**src/rtl/axi2mem_pkg.sv**
```systemverilog
// Shared types, AXI response/burst encodings and the per-beat address step
// for the axi2mem AXI4-to-SRAM bridge.
package axi2mem_pkg;

  typedef enum logic [2:0] {
    IDLE    = 3'd0,
    WR_DATA = 3'd1,
    WR_RESP = 3'd2,
    RD_MEM  = 3'd3,
    RD_DATA = 3'd4
  } state_e;

  localparam logic [1:0] RESP_OKAY   = 2'b00;
  localparam logic [1:0] RESP_SLVERR = 2'b10;
  localparam logic [1:0] RESP_DECERR = 2'b11;

  localparam logic [1:0] BURST_FIXED = 2'b00;
  localparam logic [1:0] BURST_INCR  = 2'b01;
  localparam logic [1:0] BURST_WRAP  = 2'b10;

  // WRAP advances like INCR; FIXED (and the reserved encoding) hold the address.
  function automatic logic [63:0] next_addr(input logic [63:0] addr,
                                            input logic [2:0]  size,
                                            input logic [1:0]  burst);
    logic [63:0] step;
    step = 64'd1 << size;
    return (burst == BURST_INCR || burst == BURST_WRAP) ? addr + step : addr;
  endfunction

endpackage

```
**src/rtl/axi2mem.sv**
```systemverilog
// AXI4 slave to single-port SRAM bridge, one transaction in flight.
// Define AXI2MEM_ADDR_CHECK_EN to return DECERR for bursts starting outside the window.
module axi2mem
  import axi2mem_pkg::*;
#(
  parameter int unsigned           ID_WIDTH       = 8,
  parameter int unsigned           ADDR_WIDTH     = 32,
  parameter int unsigned           DATA_WIDTH     = 32,
  parameter int unsigned           MEM_ADDR_WIDTH = 12,
  parameter logic [ADDR_WIDTH-1:0] MEM_BASE       = '0
) (
  input  logic                      clk_i,
  input  logic                      reset_ni,
  input  logic [ID_WIDTH-1:0]       s_axi_awid,
  input  logic [ADDR_WIDTH-1:0]     s_axi_awaddr,
  input  logic [7:0]                s_axi_awlen,
  input  logic [2:0]                s_axi_awsize,
  input  logic [1:0]                s_axi_awburst,
  input  logic                      s_axi_awvalid,
  output logic                      s_axi_awready,
  input  logic [DATA_WIDTH-1:0]     s_axi_wdata,
  input  logic [DATA_WIDTH/8-1:0]   s_axi_wstrb,
  input  logic                      s_axi_wlast,
  input  logic                      s_axi_wvalid,
  output logic                      s_axi_wready,
  output logic [ID_WIDTH-1:0]       s_axi_bid,
  output logic [1:0]                s_axi_bresp,
  output logic                      s_axi_bvalid,
  input  logic                      s_axi_bready,
  input  logic [ID_WIDTH-1:0]       s_axi_arid,
  input  logic [ADDR_WIDTH-1:0]     s_axi_araddr,
  input  logic [7:0]                s_axi_arlen,
  input  logic [2:0]                s_axi_arsize,
  input  logic [1:0]                s_axi_arburst,
  input  logic                      s_axi_arvalid,
  output logic                      s_axi_arready,
  output logic [ID_WIDTH-1:0]       s_axi_rid,
  output logic [DATA_WIDTH-1:0]     s_axi_rdata,
  output logic [1:0]                s_axi_rresp,
  output logic                      s_axi_rlast,
  output logic                      s_axi_rvalid,
  input  logic                      s_axi_rready,
  output logic                      mem_req_o,
  output logic                      mem_we_o,
  output logic [MEM_ADDR_WIDTH-1:0] mem_addr_o,
  output logic [DATA_WIDTH/8-1:0]   mem_be_o,
  output logic [DATA_WIDTH-1:0]     mem_wdata_o,
  input  logic [DATA_WIDTH-1:0]     mem_rdata_i
);

  localparam int unsigned STRB_WIDTH = DATA_WIDTH / 8;
  localparam int unsigned OFFS       = $clog2(STRB_WIDTH);

  state_e                  state_q, state_d;
  logic [ID_WIDTH-1:0]     id_q, id_d;
  logic [ADDR_WIDTH-1:0]   addr_q, addr_d;
  logic [2:0]              size_q, size_d;
  logic [1:0]              burst_q, burst_d;
  logic [7:0]              cnt_q, cnt_d;
  logic                    err_q, err_d;
  logic                    dec_q, dec_d;
  logic                    last_rd_q, last_rd_d;
  logic                    rd_first_q, rd_first_d;
  logic [DATA_WIDTH-1:0]   rdata_q, rdata_d;

  logic                    grant_wr, grant_rd, start_dec;
  logic [ADDR_WIDTH-1:0]   addr_off, addr_nxt;
  logic [DATA_WIDTH-1:0]   rd_word;

  assign grant_wr = s_axi_awvalid & (~s_axi_arvalid | last_rd_q);
  assign grant_rd = s_axi_arvalid & ~grant_wr;
  assign addr_nxt = ADDR_WIDTH'(next_addr(64'(addr_q), size_q, burst_q));
  assign addr_off = addr_q - MEM_BASE;
  assign rd_word  = dec_q ? '0 : mem_rdata_i;

`ifdef AXI2MEM_ADDR_CHECK_EN
  localparam logic [63:0] MEM_BYTES = 64'(STRB_WIDTH) << MEM_ADDR_WIDTH;
  logic [ADDR_WIDTH-1:0] start_addr;
  assign start_addr = grant_wr ? s_axi_awaddr : s_axi_araddr;
  assign start_dec  = (start_addr < MEM_BASE) ||
                      (64'(start_addr - MEM_BASE) >= MEM_BYTES);
`else
  assign start_dec = 1'b0;
`endif

  always_ff @(posedge clk_i or negedge reset_ni) begin
    if (!reset_ni) begin
      state_q    <= IDLE;
      id_q       <= '0;
      addr_q     <= '0;
      size_q     <= '0;
      burst_q    <= '0;
      cnt_q      <= '0;
      err_q      <= 1'b0;
      dec_q      <= 1'b0;
      last_rd_q  <= 1'b1;
      rd_first_q <= 1'b0;
      rdata_q    <= '0;
    end else begin
      state_q    <= state_d;
      id_q       <= id_d;
      addr_q     <= addr_d;
      size_q     <= size_d;
      burst_q    <= burst_d;
      cnt_q      <= cnt_d;
      err_q      <= err_d;
      dec_q      <= dec_d;
      last_rd_q  <= last_rd_d;
      rd_first_q <= rd_first_d;
      rdata_q    <= rdata_d;
    end
  end

  always_comb begin
    state_d    = state_q;
    id_d       = id_q;
    addr_d     = addr_q;
    size_d     = size_q;
    burst_d    = burst_q;
    cnt_d      = cnt_q;
    err_d      = err_q;
    dec_d      = dec_q;
    last_rd_d  = last_rd_q;
    rd_first_d = 1'b0;
    rdata_d    = rdata_q;
    unique case (state_q)
      IDLE: begin
        if (grant_wr) begin
          state_d   = WR_DATA;
          id_d      = s_axi_awid;
          addr_d    = s_axi_awaddr;
          size_d    = s_axi_awsize;
          burst_d   = s_axi_awburst;
          cnt_d     = s_axi_awlen;
          err_d     = 1'b0;
          dec_d     = start_dec;
          last_rd_d = 1'b0;
        end else if (grant_rd) begin
          state_d   = RD_MEM;
          id_d      = s_axi_arid;
          addr_d    = s_axi_araddr;
          size_d    = s_axi_arsize;
          burst_d   = s_axi_arburst;
          cnt_d     = s_axi_arlen;
          err_d     = 1'b0;
          dec_d     = start_dec;
          last_rd_d = 1'b1;
        end
      end
      WR_DATA: begin
        if (s_axi_wvalid) begin
          // The beat counter ends the burst; a misplaced wlast only flags the response.
          if (s_axi_wlast != (cnt_q == 8'd0)) err_d = 1'b1;
          if (cnt_q == 8'd0) begin
            state_d = WR_RESP;
          end else begin
            cnt_d  = cnt_q - 8'd1;
            addr_d = addr_nxt;
          end
        end
      end
      WR_RESP: begin
        if (s_axi_bready) state_d = IDLE;
      end
      RD_MEM: begin
        state_d    = RD_DATA;
        rd_first_d = 1'b1;
      end
      RD_DATA: begin
        // SRAM data is only valid in the first cycle; hold it for stalled beats.
        if (rd_first_q) rdata_d = rd_word;
        if (s_axi_rready) begin
          if (cnt_q == 8'd0) begin
            state_d = IDLE;
          end else begin
            state_d = RD_MEM;
            cnt_d   = cnt_q - 8'd1;
            addr_d  = addr_nxt;
          end
        end
      end
      default: state_d = IDLE;
    endcase
  end

  always_comb begin
    s_axi_awready = 1'b0;
    s_axi_arready = 1'b0;
    s_axi_wready  = 1'b0;
    s_axi_bvalid  = 1'b0;
    s_axi_rvalid  = 1'b0;
    s_axi_rlast   = 1'b0;
    mem_req_o     = 1'b0;
    mem_we_o      = 1'b0;
    mem_be_o      = '0;
    mem_wdata_o   = '0;
    unique case (state_q)
      IDLE: begin
        s_axi_awready = grant_wr;
        s_axi_arready = grant_rd;
      end
      WR_DATA: begin
        s_axi_wready = 1'b1;
        if (s_axi_wvalid && !dec_q) begin
          mem_req_o   = 1'b1;
          mem_we_o    = 1'b1;
          mem_be_o    = s_axi_wstrb;
          mem_wdata_o = s_axi_wdata;
        end
      end
      WR_RESP: s_axi_bvalid = 1'b1;
      RD_MEM:  mem_req_o = ~dec_q;
      RD_DATA: begin
        s_axi_rvalid = 1'b1;
        s_axi_rlast  = (cnt_q == 8'd0);
      end
      default: ;
    endcase
  end

  assign mem_addr_o  = MEM_ADDR_WIDTH'(addr_off >> OFFS);
  assign s_axi_bid   = id_q;
  assign s_axi_bresp = dec_q ? RESP_DECERR : (err_q ? RESP_SLVERR : RESP_OKAY);
  assign s_axi_rid   = id_q;
  assign s_axi_rresp = dec_q ? RESP_DECERR : RESP_OKAY;
  assign s_axi_rdata = rd_first_q ? rd_word : rdata_q;

endmodule

```
**config.mk**
```make
export PLATFORM = sky130hd
export DESIGN_NAME = axi2mem
export DESIGN_NICKNAME = d
export VERILOG_FILES = /design/src/rtl/axi2mem_pkg.sv /design/src/rtl/axi2mem.sv
export SDC_FILE = /design/constraint.sdc
export NUM_CORES = 1
export LEC_CHECK = 0
export BUFFER_PORTS_ARGS = -buffer_cell sky130_fd_sc_hd__clkbuf_2
export CAP_MARGIN = 5
export CORE_AREA = 2 2 112 114
export CTS_CLUSTER_DIAMETER = 120
export DETAILED_ROUTE_END_ITERATION = 10
export DIE_AREA = 0 0 114 116
export GPL_TIMING_DRIVEN = 0
export PLACE_DENSITY = 0.81
export SYNTH_ARGS = -nofsm -noshare
export SYNTH_HDL_FRONTEND = slang
export SYNTH_SLANG_ARGS = --single-unit
```
**constraint.sdc**
```tcl
create_clock -name clk_i -period 6.4 [get_ports clk_i]
set_clock_uncertainty 0.15 [all_clocks]
set_input_delay 0.64 -clock clk_i [delete_from_list [all_inputs] [get_ports clk_i]]
set_output_delay 0.64 -clock clk_i [all_outputs]
set_load 0.005 [all_outputs]
```
==> out/qor.csv <==
stage,metric,value,unit
sta,Tightest Pin Transition,0.5618,ns
clocking,"Gates resized, CTS repair",0,
global_route,grt total ovfl,0,
sta,Final setup violation count,0,
global_route,layer with the highest usage,met2,
route,WL final,13.88,mm
synthesis,Post-Syn Area,4951,µm²
critical_path,worst reg-to-reg setup slack,3.35,ns
layout,post-route cell area,6728,µm²
power_and_ir_drop,Leak,0.003696,µW
synthesis,"EDFF count, synth",0,
critical_path,CP cell instances,clkbuf_1 -> or3b_2 -> fa_1 -> nand2b_1 -> a21o_1 -> a21oi_1 -> nor3b_1 -> a21oi_1 -> o22a_1,
power_and_ir_drop,Power Density,438.5,nW/µm²
power_and_ir_drop,sw frac,40.46,%
place,final RePlAce weighted congestion,0.8605,
place,hpwl dp,11.11,mm
route,vias per cell,5.056,
die,Die W,114,µm
critical_path,Critical Path Max Stage Delay,0.52,ns
clocking,CTS H-tree lvls,3,
synthesis,asr flop ratio synth,100.0,%
global_route,first-pass GRT wire length,21.20,mm
die,die area,13220,µm²
critical_path,CP max-delay cell,or3b_2,
clocking,clk sinks,73,
sta,final hold violations,0,
global_route,Tot GR Track Use,20.43,%
layout,nets@finish,964,
critical_path,Worst Reg-to-Reg Cells,9,
clocking,Clock Latency Late Sink,0.33,ns
route,Routed Antenna Nets,0,
die,initial core utilization,41.57,%
global_route,largest net degree at the start of global routing,46,
job,Max-cap violations,0,
global_route,met3 Use GR,3.975,%
critical_path,CP Max Fanout,9,
sta,RSZ-0062 raised after global routing,false,
synthesis,Synth top area share,36.39,%
die,std cell rows,40,
global_route,global-route met2 utilization,36.07,%
global_route,vias in the first global route,4353,
power_and_ir_drop,combinational power share,56.4,%
sta,Max Clk Rate,328.0,MHz
synthesis,largest area contributor in the netlist,dfrtp_1,
layout,diode count,0,
clocking,"Reg clk slew, reported paths",0.06,ns
route,drt pass-1 iters,5,
die,Core Box Area,11910,µm²
sta,Slew Limit Headroom,62.30,%
synthesis,"Distinct cells, synth",58,
place,PortBufs,250,
place,Area after DPL,6424,µm²
power_and_ir_drop,sw power,1194,µW
critical_path,critical path depth,9,
layout,fill count,1128,
power_and_ir_drop,Max VDD drop,208.9,µV
layout,Layout area overhead,35.89,%
clocking,post-CTS setup repair buffer count,0,
synthesis,sequential area share after synthesis,36.92,%
critical_path,Setup crit end kind,register,
synthesis,Syn Area/Cell,9.765,µm²
synthesis,synth top area cells,"dfrtp_1 (36%), mux2_2 (15%), mux2i_1 (6.1%)",
critical_path,element type at the critical path start,register,
clocking,CTS max path bufs,2,
global_route,met1 usage,25.34,%
critical_path,worst path buffer plus inverter count,1,
sta,Tmin final,3.049,ns
outcome,status,finished clean,
power_and_ir_drop,clock share of power,17.4,%
power_and_ir_drop,Pint,1757,µW
synthesis,Seq cells post-synth,73,
global_route,number of antenna violations at the first check in global routing,0,
synthesis,synthesized instance count,507,
clocking,CTS Buf Count,9,
route,drt initial violations,186,
sta,period utilization,47.63,%
die,Die H,116,µm
critical_path,cell family with most CP delay,simple AND/OR/NAND/NOR gates,
route,via count,4667,
critical_path,Crit path required time,6.47,ns
critical_path,Most common cell on crit path,a21oi_1,
synthesis,synth warn,0,
die,top-level I/O count,290,
critical_path,kind of critical path,reg -> reg,
route,drt drc,0,
hold_path,worst min path class,in -> async,
sta,fin. max-slew vios,0,
route,DR WL/cell,15.04,µm
clocking,hold_buf cts,0,
synthesis,"Primary FF master, synth",dfrtp_1,
clocking,CTS tree,done,
sta,setup TNS,0,ns
layout,layout cell share with drive strength beyond 1,50.00,%
clocking,root buf cell,clkbuf_16,
critical_path,critical path data arrival time,3.12,ns
power_and_ir_drop,Reg power frac,26.3,%
==> cells in the mapped netlist, types with 5 or more instances <==
cell and number:
ha_1 10, buf_4 28, a21oi_1 29, nand2_1 43, xnor2_1 5, nor3b_1 6
clkbuf_1 9, mux2_2 66, o22ai_1 6, buf_6 5, o21ai_1 6, o21ai_0 32
and2_1 38, dfrtp_1 72, nor2_1 28, mux2i_1 30, nand2b_1 6, buf_2 13
inv_1 7
==> registers in the layout, indices dropped and copies added (netlist names) <==
register,count
s_axi_bid,8
rd_first_q,1
rdata_q,32
err_q,1
state_q,3
last_rd_q,1
burst_q,2
addr_q,14
size_q,3
cnt_q,8
==> placed cells by master, fill, tap and decap left out, types with 6 or more instances in the layout <==
master,instances
a21oi_1,29
and2_1,38
buf_2,13
buf_4,28
clkbuf_1,9
clkbuf_16,9
clkbuf_2,249
dfrtp_1,72
ha_1,10
inv_1,7
mux2_2,66
mux2i_1,30
nand2_1,43
nand2b_1,6
nor2_1,28
nor3b_1,6
o21ai_0,32
o21ai_1,6
o22ai_1,6
==> layout make-up <==
cell class | instances | area (µm²) | share of cell area (%)
Inverter | 8 | 30.03 | 0.4463
Clock buffer | 9 | 225.2 | 3.348
Tap cell | 147 | 183.9 | 2.734
Clock inverter | 7 | 78.83 | 1.172
Buffer | 56 | 379.1 | 5.635
Timing Repair Buffer | 251 | 1281 | 19.04
Sequential cell | 73 | 1828 | 27.17
Multi-Input combinational cell | 372 | 2721 | 40.45
==> per-stage QoR <==
| stage | setup slack (ns) | utilization [%] | total power [µW] | instances | hold WS, ns |
|---|---|---|---|---|---|
| 2_1_floorplan | 3.745 | - | 1888 | 509 | 0.1944 |
| 3_3_place_gp | 3.410 | 53.68 | 2410 | 906 | 0.3085 |
| 3_5_place_dp | 3.385 | 53.93 | 2451 | 907 | 0.3091 |
| 4_1_cts | 3.367 | 56.48 | 2975 | 923 | 0.1325 |
| 5_1_grt | 3.141 | 56.48 | 3202 | 923 | 0.1508 |
| 6_report | 3.351 | 56.48 | 2950 | 923 | 0.1268 |
==> metal layers <==
metal,up-vias,share of wire [%]
met1,2175,41
met5,-,0
met4,0,1.5
li1,2287,-
met2,190,51
met3,15,6.7
==> cell families (layout without fill, tap and decap cells) <==
| logic type | Yosys count | count (layout) | share of synthesized area (%) |
|---|---|---|---|
| compound gates | 103 | 103 | 12.94 |
| other cells | 1 | 3 | 0.07574 |
| mux | 100 | 100 | 21.99 |
| xor+xnor | 8 | 8 | 1.415 |
| flops | 73 | 73 | 36.92 |
| simple gates | 147 | 147 | 15.47 |
| fa+ha+maj | 11 | 11 | 2.932 |
| buf+inv | 64 | 331 | 8.264 |
==> worst paths after layout <==
kind | start | end
hold reg to reg | err_q | err_q
min in group clk_i | err_q | err_q
hold / removal | reset_ni | s_axi_bid[2]
setup / recovery | size_q[0] | addr_q[12]
max in group asynchronous | reset_ni | last_rd_q
setup reg to reg | size_q[0] | addr_q[12]
==> power groups by stage <==
| stage | clock network (µW) | logic, µW | registers, µW |
|---|---|---|---|
| 3_5_place_dp | 0 | 1670 | 782 |
| 6_report | 512 | 1660 | 775 |
| 4_1_cts | 524 | 1680 | 775 |
| 3_3_place_gp | 0 | 1630 | 775 |
| 2_1_floorplan | 0 | 1140 | 747 |
| 5_1_grt | 545 | 1860 | 800 |
Power figures use the tool's default switching activity.
